## src/rtl/beep_sequencer.sv

```systemverilog
// beep_sequencer
//
// Shares one buzzer between NUM_REQ requesters. Source i plays i+1 beeps of
// ON_CYC cycles separated by OFF_CYC silent cycles, followed by a GAP_CYC
// silent guard gap. Requests are latched as pending, arbitrated round-robin
// starting after the last granted source, and played one pattern at a time.
//
// Ports:
//   sys_clk    in   system clock
//   sys_rst_n  in   asynchronous active-low reset (aborts any pattern)
//   req        in   [NUM_REQ]  single-cycle request pulses, one per source
//   beep       out  buzzer drive, registered, high only while in ON
//   busy       out  high whenever the sequencer is not IDLE
//   grant_id   out  source being served; holds its value while IDLE
//   pending    out  [NUM_REQ] latched requests not yet served
//   state_dbg  out  [2] current FSM state (IDLE=0, ON=1, OFF=2, GAP=3)
//
// Handshake: req is a fire-and-forget pulse with no ready/backpressure; a
// pulse is always captured into pending on the edge that samples it, and a
// pulse on an already-pending source is absorbed (requests are not counted).

module beep_sequencer #(
    parameter int NUM_REQ = 4,
    parameter int ON_CYC  = 5_000_000,
    parameter int OFF_CYC = 5_000_000,
    parameter int GAP_CYC = 15_000_000
) (
    input  logic                       sys_clk,
    input  logic                       sys_rst_n,
    input  logic [NUM_REQ-1:0]         req,
    output logic                       beep,
    output logic                       busy,
    output logic [$clog2(NUM_REQ)-1:0] grant_id,
    output logic [NUM_REQ-1:0]         pending,
    output logic [1:0]                 state_dbg
);

    localparam int GW      = $clog2(NUM_REQ);
    localparam int MAX_ON  = (ON_CYC > OFF_CYC) ? ON_CYC : OFF_CYC;
    localparam int MAX_CYC = (MAX_ON > GAP_CYC) ? MAX_ON : GAP_CYC;
    localparam int CW      = $clog2(MAX_CYC) + 1;
    // beeps_left must hold NUM_REQ (the largest pattern)
    localparam int BW      = $clog2(NUM_REQ + 1);

    localparam logic [CW-1:0] ON_LOAD  = CW'(ON_CYC - 1);
    localparam logic [CW-1:0] OFF_LOAD = CW'(OFF_CYC - 1);
    localparam logic [CW-1:0] GAP_LOAD = CW'(GAP_CYC - 1);

    typedef enum logic [1:0] {
        S_IDLE = 2'd0,
        S_ON   = 2'd1,
        S_OFF  = 2'd2,
        S_GAP  = 2'd3
    } state_t;

    state_t          state, state_n;
    logic [CW-1:0]   cnt, cnt_n;
    logic [BW-1:0]   beeps_left, beeps_n;
    logic [GW-1:0]   grant_n;
    logic [GW-1:0]   last_grant, last_n;
    logic [NUM_REQ-1:0] clr;

    logic            found;
    logic [GW-1:0]   sel;
    logic [BW-1:0]   beeps_dec;

    // Round-robin pick: first pending source searching upward from
    // last_grant+1 with wrap-around.
    always_comb begin
        found = 1'b0;
        sel   = '0;
        for (int k = 1; k <= NUM_REQ; k++) begin
            if (!found && pending[(int'(last_grant) + k) % NUM_REQ]) begin
                found = 1'b1;
                sel   = GW'((int'(last_grant) + k) % NUM_REQ);
            end
        end
    end

    assign beeps_dec = beeps_left - BW'(1);

    always_comb begin
        state_n = state;
        cnt_n   = cnt;
        beeps_n = beeps_left;
        grant_n = grant_id;
        last_n  = last_grant;
        clr     = '0;
        case (state)
            S_IDLE: begin
                if (found) begin
                    grant_n   = sel;
                    last_n    = sel;
                    beeps_n   = BW'(sel) + BW'(1);
                    clr[sel]  = 1'b1;
                    cnt_n     = ON_LOAD;
                    state_n   = S_ON;
                end
            end
            S_ON: begin
                if (cnt == '0) begin
                    beeps_n = beeps_dec;
                    if (beeps_dec != '0) begin
                        cnt_n   = OFF_LOAD;
                        state_n = S_OFF;
                    end else begin
                        cnt_n   = GAP_LOAD;
                        state_n = S_GAP;
                    end
                end else begin
                    cnt_n = cnt - CW'(1);
                end
            end
            S_OFF: begin
                if (cnt == '0) begin
                    cnt_n   = ON_LOAD;
                    state_n = S_ON;
                end else begin
                    cnt_n = cnt - CW'(1);
                end
            end
            S_GAP: begin
                if (cnt == '0) begin
                    state_n = S_IDLE;
                end else begin
                    cnt_n = cnt - CW'(1);
                end
            end
            default: state_n = S_IDLE;
        endcase
    end

    always_ff @(posedge sys_clk or negedge sys_rst_n) begin
        if (!sys_rst_n) begin
            state      <= S_IDLE;
            cnt        <= '0;
            beeps_left <= '0;
            grant_id   <= '0;
            last_grant <= GW'(NUM_REQ - 1);
            pending    <= '0;
            beep       <= 1'b0;
        end else begin
            state      <= state_n;
            cnt        <= cnt_n;
            beeps_left <= beeps_n;
            grant_id   <= grant_n;
            last_grant <= last_n;
            // A new request on the bit being cleared wins: the source is
            // queued again rather than lost.
            pending    <= (pending & ~clr) | req;
            beep       <= (state_n == S_ON);
        end
    end

    assign busy      = (state != S_IDLE);
    assign state_dbg = state;

endmodule

```

## config.mk

```make
export PLATFORM = sky130hd
export DESIGN_NAME = beep_sequencer
export DESIGN_NICKNAME = d
export VERILOG_FILES = /design/src/rtl/beep_sequencer.sv
export SDC_FILE = /design/constraint.sdc
export NUM_CORES = 1
export LEC_CHECK = 0
export BUFFER_PORTS_ARGS = -buffer_cell sky130_fd_sc_hd__buf_2
export CAP_MARGIN = 25
export CORE_ASPECT_RATIO = 0.9
export CORE_MARGIN = 3
export CORE_UTILIZATION = 55
export CTS_CLUSTER_SIZE = 40
export DETAILED_ROUTE_END_ITERATION = 10
export PLACE_DENSITY_LB_ADDON = 0.05
export SYNTH_ARGS = -nofsm -noshare
export SYNTH_HDL_FRONTEND = slang
export SYNTH_SLANG_ARGS = --single-unit
```

## constraint.sdc

```tcl
create_clock -name sys_clk -period 7.8 [get_ports sys_clk]
set_input_delay 1.56 -clock sys_clk [delete_from_list [all_inputs] [get_ports sys_clk]]
set_output_delay 1.56 -clock sys_clk [all_outputs]
set_load 0.005 [all_outputs]
```

==> impl_metrics.toml, run 1 <==
[synth]
yosys.area_share.simple = 0.255
synth_top_cells_by_count = "37 x sky130_fd_sc_hd__dfrtp_1, 30 x sky130_fd_sc_hd__nor2_1, 23 x sky130_fd_sc_hd__nand2_1"
post_synth_fa_ha_maj_area_fraction = 0.0494
yosysWarnings = 0
synth_top_family_by_area = "simple AND/OR/NAND/NOR gates"
netlist_instances = 250
synth_cell_types = 46
synthXorXnorAreaFrac = 0.0544
yosysTopAreaCell = "sky130_fd_sc_hd__dfrtp_1"
synth_most_common_cell = "sky130_fd_sc_hd__dfrtp_1"
synth.yosys.seq_area_share = 0.434
synthTopCellsByArea = "sky130_fd_sc_hd__dfrtp_1 41%, sky130_fd_sc_hd__nor2_1 5.0%, sky130_fd_sc_hd__ha_1 4.4%"
synth_async_sr_flop_share = 1.00
yosys.area.top_type_share = 0.411
mapped_cell_area_um2 = 2250
postSynth.topFlopCell = "sky130_fd_sc_hd__dfrtp_1"
post_synth_mux_area_share = 0.00444
synth-seq-cells = 39
synth_enable_flop_cells = 0
post_synth.cell_area_avg_um2 = 9.01
synth_compound_area_frac = 0.157
synth.net_count = 264

[drt]
vias_per_cell = 6.03
route.detailed.wl_per_inst_um = 15.9
routed-via-count = 1857
finalWirelength_um = 4910
detail_route.iter0.violations = 126
firstDrtPassIters = 4
route.detailed.drc = 0
antenna_violating_nets_post_route = 0

[die]
fp.coreArea_um2 = 3840
area_of_the_die_um2 = 4900
io-pin-count = 16
initial_utilization = 0.587
die_height_um = 66.7
die_width_um = 73.5
std_cell_rows = 21

[timing]
timing_hold_violations_final = 0
summed_negative_setup_slack_over_all_endpoints_ns = 0
post-route-worst-setup-slack_ns = 4.51
clock_skew_ns = 0.00546
report.final.setup_viol = 0
fmax_mhz = 304
number_of_pins_exceeding_their_max_slew_limit_in_the_final_report = 0
worstMarginPinSlew_ns = 0.926
final_min_period_over_clock_period = 0.422
slew_headroom = 0.376
rsz0062_at_grt = "no"
final.min_clock_period_ns = 3.29

[worst_setup_path]
crit_fanout = 11
critical_path.reg2reg.startpoint = "cnt[0]$_DFFE_PN0P_"
worst_ep_arrival_time_ns = 1.73
critical_path.startpoint = "state_dbg[1]$_DFF_PN0_"
critPathRequiredTime_ns = 6.24
worstSetupPathType = "flip-flop to primary output"
worst_setup_path_start_kind = "flip-flop"
worst_setup_path_end_kind = "primary output"

[hold_path]
path_class_of_the_lowest_slack_min_delay_path = "flip-flop to flip-flop"
timing.hold.worst.start = "grant_id[1]$_DFFE_PN0P_"

[clocking]
clock_tree_from_tritoncts = "done"
cts_resized = 0
h-tree-depth = 2
cts.hold.buffers_added = 0
cts_setup_buffers = 0
worstSkewPairLatency_ns = 0.29
clk_pin_slew_ns = 0.07
largest_buffer_count_on_any_clock_path = 2
cts_root_buffer = "sky130_fd_sc_hd__clkbuf_8"
clock-sinks = 39
cts_inserted_buffers = 5

[global_routing]
globalRouteTotalUtil = 0.227
grt_max_degree = 40
antenna_found_initial = 0
grt_pass1_wl_um = 8530
grt_remaining_overflow = 0
via_count_of_the_first_global_routing_pass = 1715

[placed_design]
post-dp-hpwl_um = 3580
place.gp.congestion = 0.798
post-place-ws_ns = 4.60
port_buffers = 15

[job]
maxCapViolCount = 0

[power]
ir_worst_vdd_mv = 0.121
p_leak_nw = 0.990
power.density_cell_area_nw_per_um2 = 188

[final_layout]
finish.net_count = 276
layout-drive-gt1-share = 0.126
syn2layout_area_growth_pct = 7.05
antennaDiodeCount = 0

[status]
run_status = "finished clean"
[layout by cell type (no fill, tap or decap), types with 8 or more instances in the layout]
| cell type | netlist | routed |
|---|---|---|
| sky130_fd_sc_hd__nor3_1 | 10 | 10 |
| sky130_fd_sc_hd__nand3_1 | 8 | 8 |
| sky130_fd_sc_hd__nand2_1 | 23 | 23 |
| sky130_fd_sc_hd__nor2_1 | 30 | 30 |
| sky130_fd_sc_hd__inv_1 | 11 | 11 |
| sky130_fd_sc_hd__o21ai_0 | 15 | 15 |
| sky130_fd_sc_hd__a21oi_1 | 11 | 11 |
| sky130_fd_sc_hd__or4_1 | 9 | 9 |
| sky130_fd_sc_hd__dfrtp_1 | 37 | 37 |
| sky130_fd_sc_hd__buf_2 | 1 | 15 |
| sky130_fd_sc_hd__or3_1 | 8 | 8 |
| sky130_fd_sc_hd__ha_1 | 8 | 8 |
| sky130_fd_sc_hd__xor2_1 | 11 | 11 |
[through the flow]
step                hold slack (ns)  total power [mW]  cell area [µm²]   util  instances
global placement              0.463             0.317             2320  0.606        301
CTS                           0.487             0.456             2410  0.629        308
global route                  0.513             0.480             2410  0.629        308
finish                        0.484             0.452             2410  0.629        308
detailed placement            0.467             0.319             2320  0.606        301
floorplan                     0.473             0.298             2250      -        250
[area by class of cell]
type	count	area [µm²]
Tap cell	46	57.6
Fill cell	342	1420
Timing Repair Buffer	15	75.1
Clock inverter	1	5.00
Multi-Input combinational cell	190	1170
Inverter	11	41.3
Clock buffer	6	82.6
Sequential cell	39	978
[kinds of logic (layout without fill, tap and decap cells)]
logic type,after synthesis,count (layout)
muxes,1,1
AOI/OAI and AO/OA,55,55
buffers and inverters,21,33
xor gates and xnor gates,14,14
DFF,39,39
and+or+nand+nor,111,111
adders and majority gates,9,9
[sequential cells by signal, summed over array words and instances, names as in the netlist]
name and count:
beeps_left 3, state_dbg 2, beep 1, last_grant 2, pending 4, grant_id 2, cnt 25
[power breakdown]
| part | switching [mW] | internal [mW] |
|---|---|---|
| Clock | 0.0676 | 0.0693 |
| Combinational | 0.0353 | 0.0269 |
| Sequential | 0.0255 | 0.228 |
| Total | 0.128 | 0.324 |
[final timing paths]
| path | depth (start not counted) | endpoint | slack (ns) |
|---|---|---|---|
| max reg2reg | 8 | cnt[8]$_DFFE_PN0P_ | 4.56 |
| min in group asynchronous | 1 | cnt[21]$_DFFE_PN0P_ | 1.37 |
| min reg2reg | 1 | grant_id[1]$_DFFE_PN0P_ | 0.48 |
| max | 3 | busy | 4.51 |
| max in group asynchronous | 1 | cnt[15]$_DFFE_PN0P_ | 5.90 |
| min | 1 | grant_id[1]$_DFFE_PN0P_ | 0.48 |
[worst max-delay path, stage by stage, from the launching register on]
cell                      delay, ns
sky130_fd_sc_hd__dfrtp_1       0.49
sky130_fd_sc_hd__nor2_1        0.49
sky130_fd_sc_hd__inv_1         0.26
sky130_fd_sc_hd__buf_2         0.20
[per-layer routing]
metal	wire length (µm)	vias to the layer above	track usage
li1	-	917	-
met1	2570	894	0.354
met2	2030	39	0.319
met3	257	7	0.0452
met4	55	0	0.0543
met5	0	-	0
No activity file was read; power rests on OpenSTA's default activity.
==> run 2: changes to the inputs <==
CORE_UTILIZATION = 54   (was 55)
clock period = 3 ns   (was 7.8 ns; I/O delays follow)
==> impl_metrics.toml, run 2 (same netlist as run 1, synthesis figures left out) <==
[hold_path]
path_class_of_the_lowest_slack_min_delay_path = "input pin to asynchronous set/reset pin"

[job]
maxCapViolCount = 0

[die]
area_of_the_die_um2 = 4990
fp.coreArea_um2 = 3860
std_cell_rows = 21
initial_utilization = 0.583
die_height_um = 67.3
io-pin-count = 16
die_width_um = 74.1

[timing]
timing_hold_violations_final = 0
report.final.setup_viol = 0
slew_headroom = 0.446
worstMarginPinSlew_ns = 0.831
final_min_period_over_clock_period = 0.967
summed_negative_setup_slack_over_all_endpoints_ns = 0
number_of_pins_exceeding_their_max_slew_limit_in_the_final_report = 0
fmax_mhz = 345
rsz0062_at_grt = "no"
clock_skew_ns = 0.00586
final.min_clock_period_ns = 2.90

[worst_setup_path]
worst_ep_arrival_time_ns = 3.06
crit_fanout = 9
worstRegToRegCells = 7
reg2reg_setup_slack_ns = 0.10
cp-endpoint = "cnt[23]$_DFFE_PN0P_"
worst_setup_path_end_kind = "flip-flop"
critical_path.startpoint = "cnt[3]$_DFFE_PN0P_"
worst_setup_path_start_kind = "flip-flop"
reg2reg_to = "cnt[23]$_DFFE_PN0P_"
worstSetupPathType = "flip-flop to flip-flop"
critical_path.reg2reg.startpoint = "cnt[3]$_DFFE_PN0P_"
critPathRequiredTime_ns = 3.16

[drt]
vias_per_cell = 5.83
routed-via-count = 1908
finalWirelength_um = 5170
detail_route.iter0.violations = 122
route.detailed.wl_per_inst_um = 15.8
antenna_violating_nets_post_route = 0
route.detailed.drc = 0
firstDrtPassIters = 5

[power]
post-layout-total-power_mw = 1.20
p_leak_nw = 1.08
ir_worst_vdd_mv = 0.289
power.density_cell_area_nw_per_um2 = 468

[global_routing]
grt_remaining_overflow = 0
via_count_of_the_first_global_routing_pass = 1778
antenna_found_initial = 0
globalRouteTotalUtil = 0.231
grt_max_degree = 40
grt_pass1_wl_um = 8690

[final_layout]
syn2layout_area_growth_pct = 14.0
layout-drive-gt1-share = 0.203
most_frequent_standard_cell_in_the_layout_excluding_fill_and_tap_cells = "sky130_fd_sc_hd__dfrtp_1"
largest_register_ffs = 25
antennaDiodeCount = 0
n_fill_cell = 331
mostFrequentLayoutCells = "37 x sky130_fd_sc_hd__dfrtp_1, 30 x sky130_fd_sc_hd__nor2_1, 23 x sky130_fd_sc_hd__nand2_1, 18 x sky130_fd_sc_hd__buf_4, 15 x sky130_fd_sc_hd__buf_2"
finish.net_count = 294
reg.largest.list = "cnt (25), pending (4), beeps_left (3)"
register_name_with_the_most_flops = "cnt"

[clocking]
cts_setup_buffers = 0
clk_pin_slew_ns = 0.07
clock_tree_from_tritoncts = "done"
h-tree-depth = 2
cts_root_buffer = "sky130_fd_sc_hd__clkbuf_8"
clock-sinks = 39
largest_buffer_count_on_any_clock_path = 2
cts_inserted_buffers = 5
worstSkewPairLatency_ns = 0.29

[placed_design]
port_buffers = 15
place.gp.congestion = 0.889
post-dp-hpwl_um = 3970

[status]
run_status = "finished clean"
run 2: worst min-delay path by stage:
stage | cells past startpoint | from | end | slack [ns]
after CTS | 1 | sys_rst_n | cnt[5]$_DFFE_PN0P_ | 0.44
final | 1 | sys_rst_n | cnt[3]$_DFFE_PN0P_ | 0.41
after global routing | 1 | sys_rst_n | cnt[4]$_DFFE_PN0P_ | 0.48
after floorplan | 0 | sys_rst_n | beep$_DFF_PN0_ | 0.30
after global placement | 1 | grant_id[1]$_DFFE_PN0P_ | grant_id[1]$_DFFE_PN0P_ | 0.45
after detailed placement | 1 | grant_id[1]$_DFFE_PN0P_ | grant_id[1]$_DFFE_PN0P_ | 0.46
run 2: layout make-up:
type | count | area (µm²) | area share
clock inverter | 1 | 5.00 | 0.00195
multi-input combinational | 190 | 1190 | 0.463
timing repair buffer | 33 | 210 | 0.0818
tap | 46 | 57.6 | 0.0224
sequential | 39 | 978 | 0.381
clock buffer | 7 | 86.3 | 0.0336
inverter | 11 | 41.3 | 0.0161
run 2: repair_timing:
action / CTS / global route
setup endpoints to repair: 3 / 25
hold buffers: 0 / 0
cloned: 0 / 0
resized for setup: 1 / 7
hold endpoints to repair: 0 / 0
run 2: critical path, stage by stage (launching register included):
cell and delay [ns]:
sky130_fd_sc_hd__dfrtp_1 0.41, sky130_fd_sc_hd__or4_4 0.57, sky130_fd_sc_hd__or4b_4 0.54, sky130_fd_sc_hd__buf_4 0.18, sky130_fd_sc_hd__or4_1 0.52, sky130_fd_sc_hd__o211ai_1 0.11
sky130_fd_sc_hd__a21boi_0 0.10, sky130_fd_sc_hd__or3_1 0.35
run 2: per-layer routing:
| layer | share of wire | vias to the layer above | GRT usage |
|---|---|---|---|
| met3 | 0.051 | 5 | 0.0476 |
| li1 | - | 958 | - |
| met5 | 0 | - | 0 |
| met1 | 0.52 | 907 | 0.360 |
| met2 | 0.42 | 38 | 0.315 |
| met4 | 0.010 | 0 | 0.0724 |
run 2: through the flow:
| step | hold slack (ns) | setup slack, ns | utilization | instance area (µm²) | std cells |
|---|---|---|---|---|---|
| after floorplan | 0.304 | 0.00805 | - | 2250 | 250 |
| after global placement | 0.455 | 0.0733 | 0.637 | 2460 | 319 |
| after detailed placement | 0.462 | 0.0169 | 0.637 | 2460 | 319 |
| after CTS | 0.443 | 0.0115 | 0.661 | 2550 | 327 |
| after global routing | 0.476 | 0.0129 | 0.665 | 2570 | 327 |
| final | 0.408 | 0.100 | 0.665 | 2570 | 327 |
run 2: report_power, final:
group	internal [mW]	switching [mW]
Clock	0.185	0.171
Sequential	0.592	0.0643
Combinational	0.0855	0.105
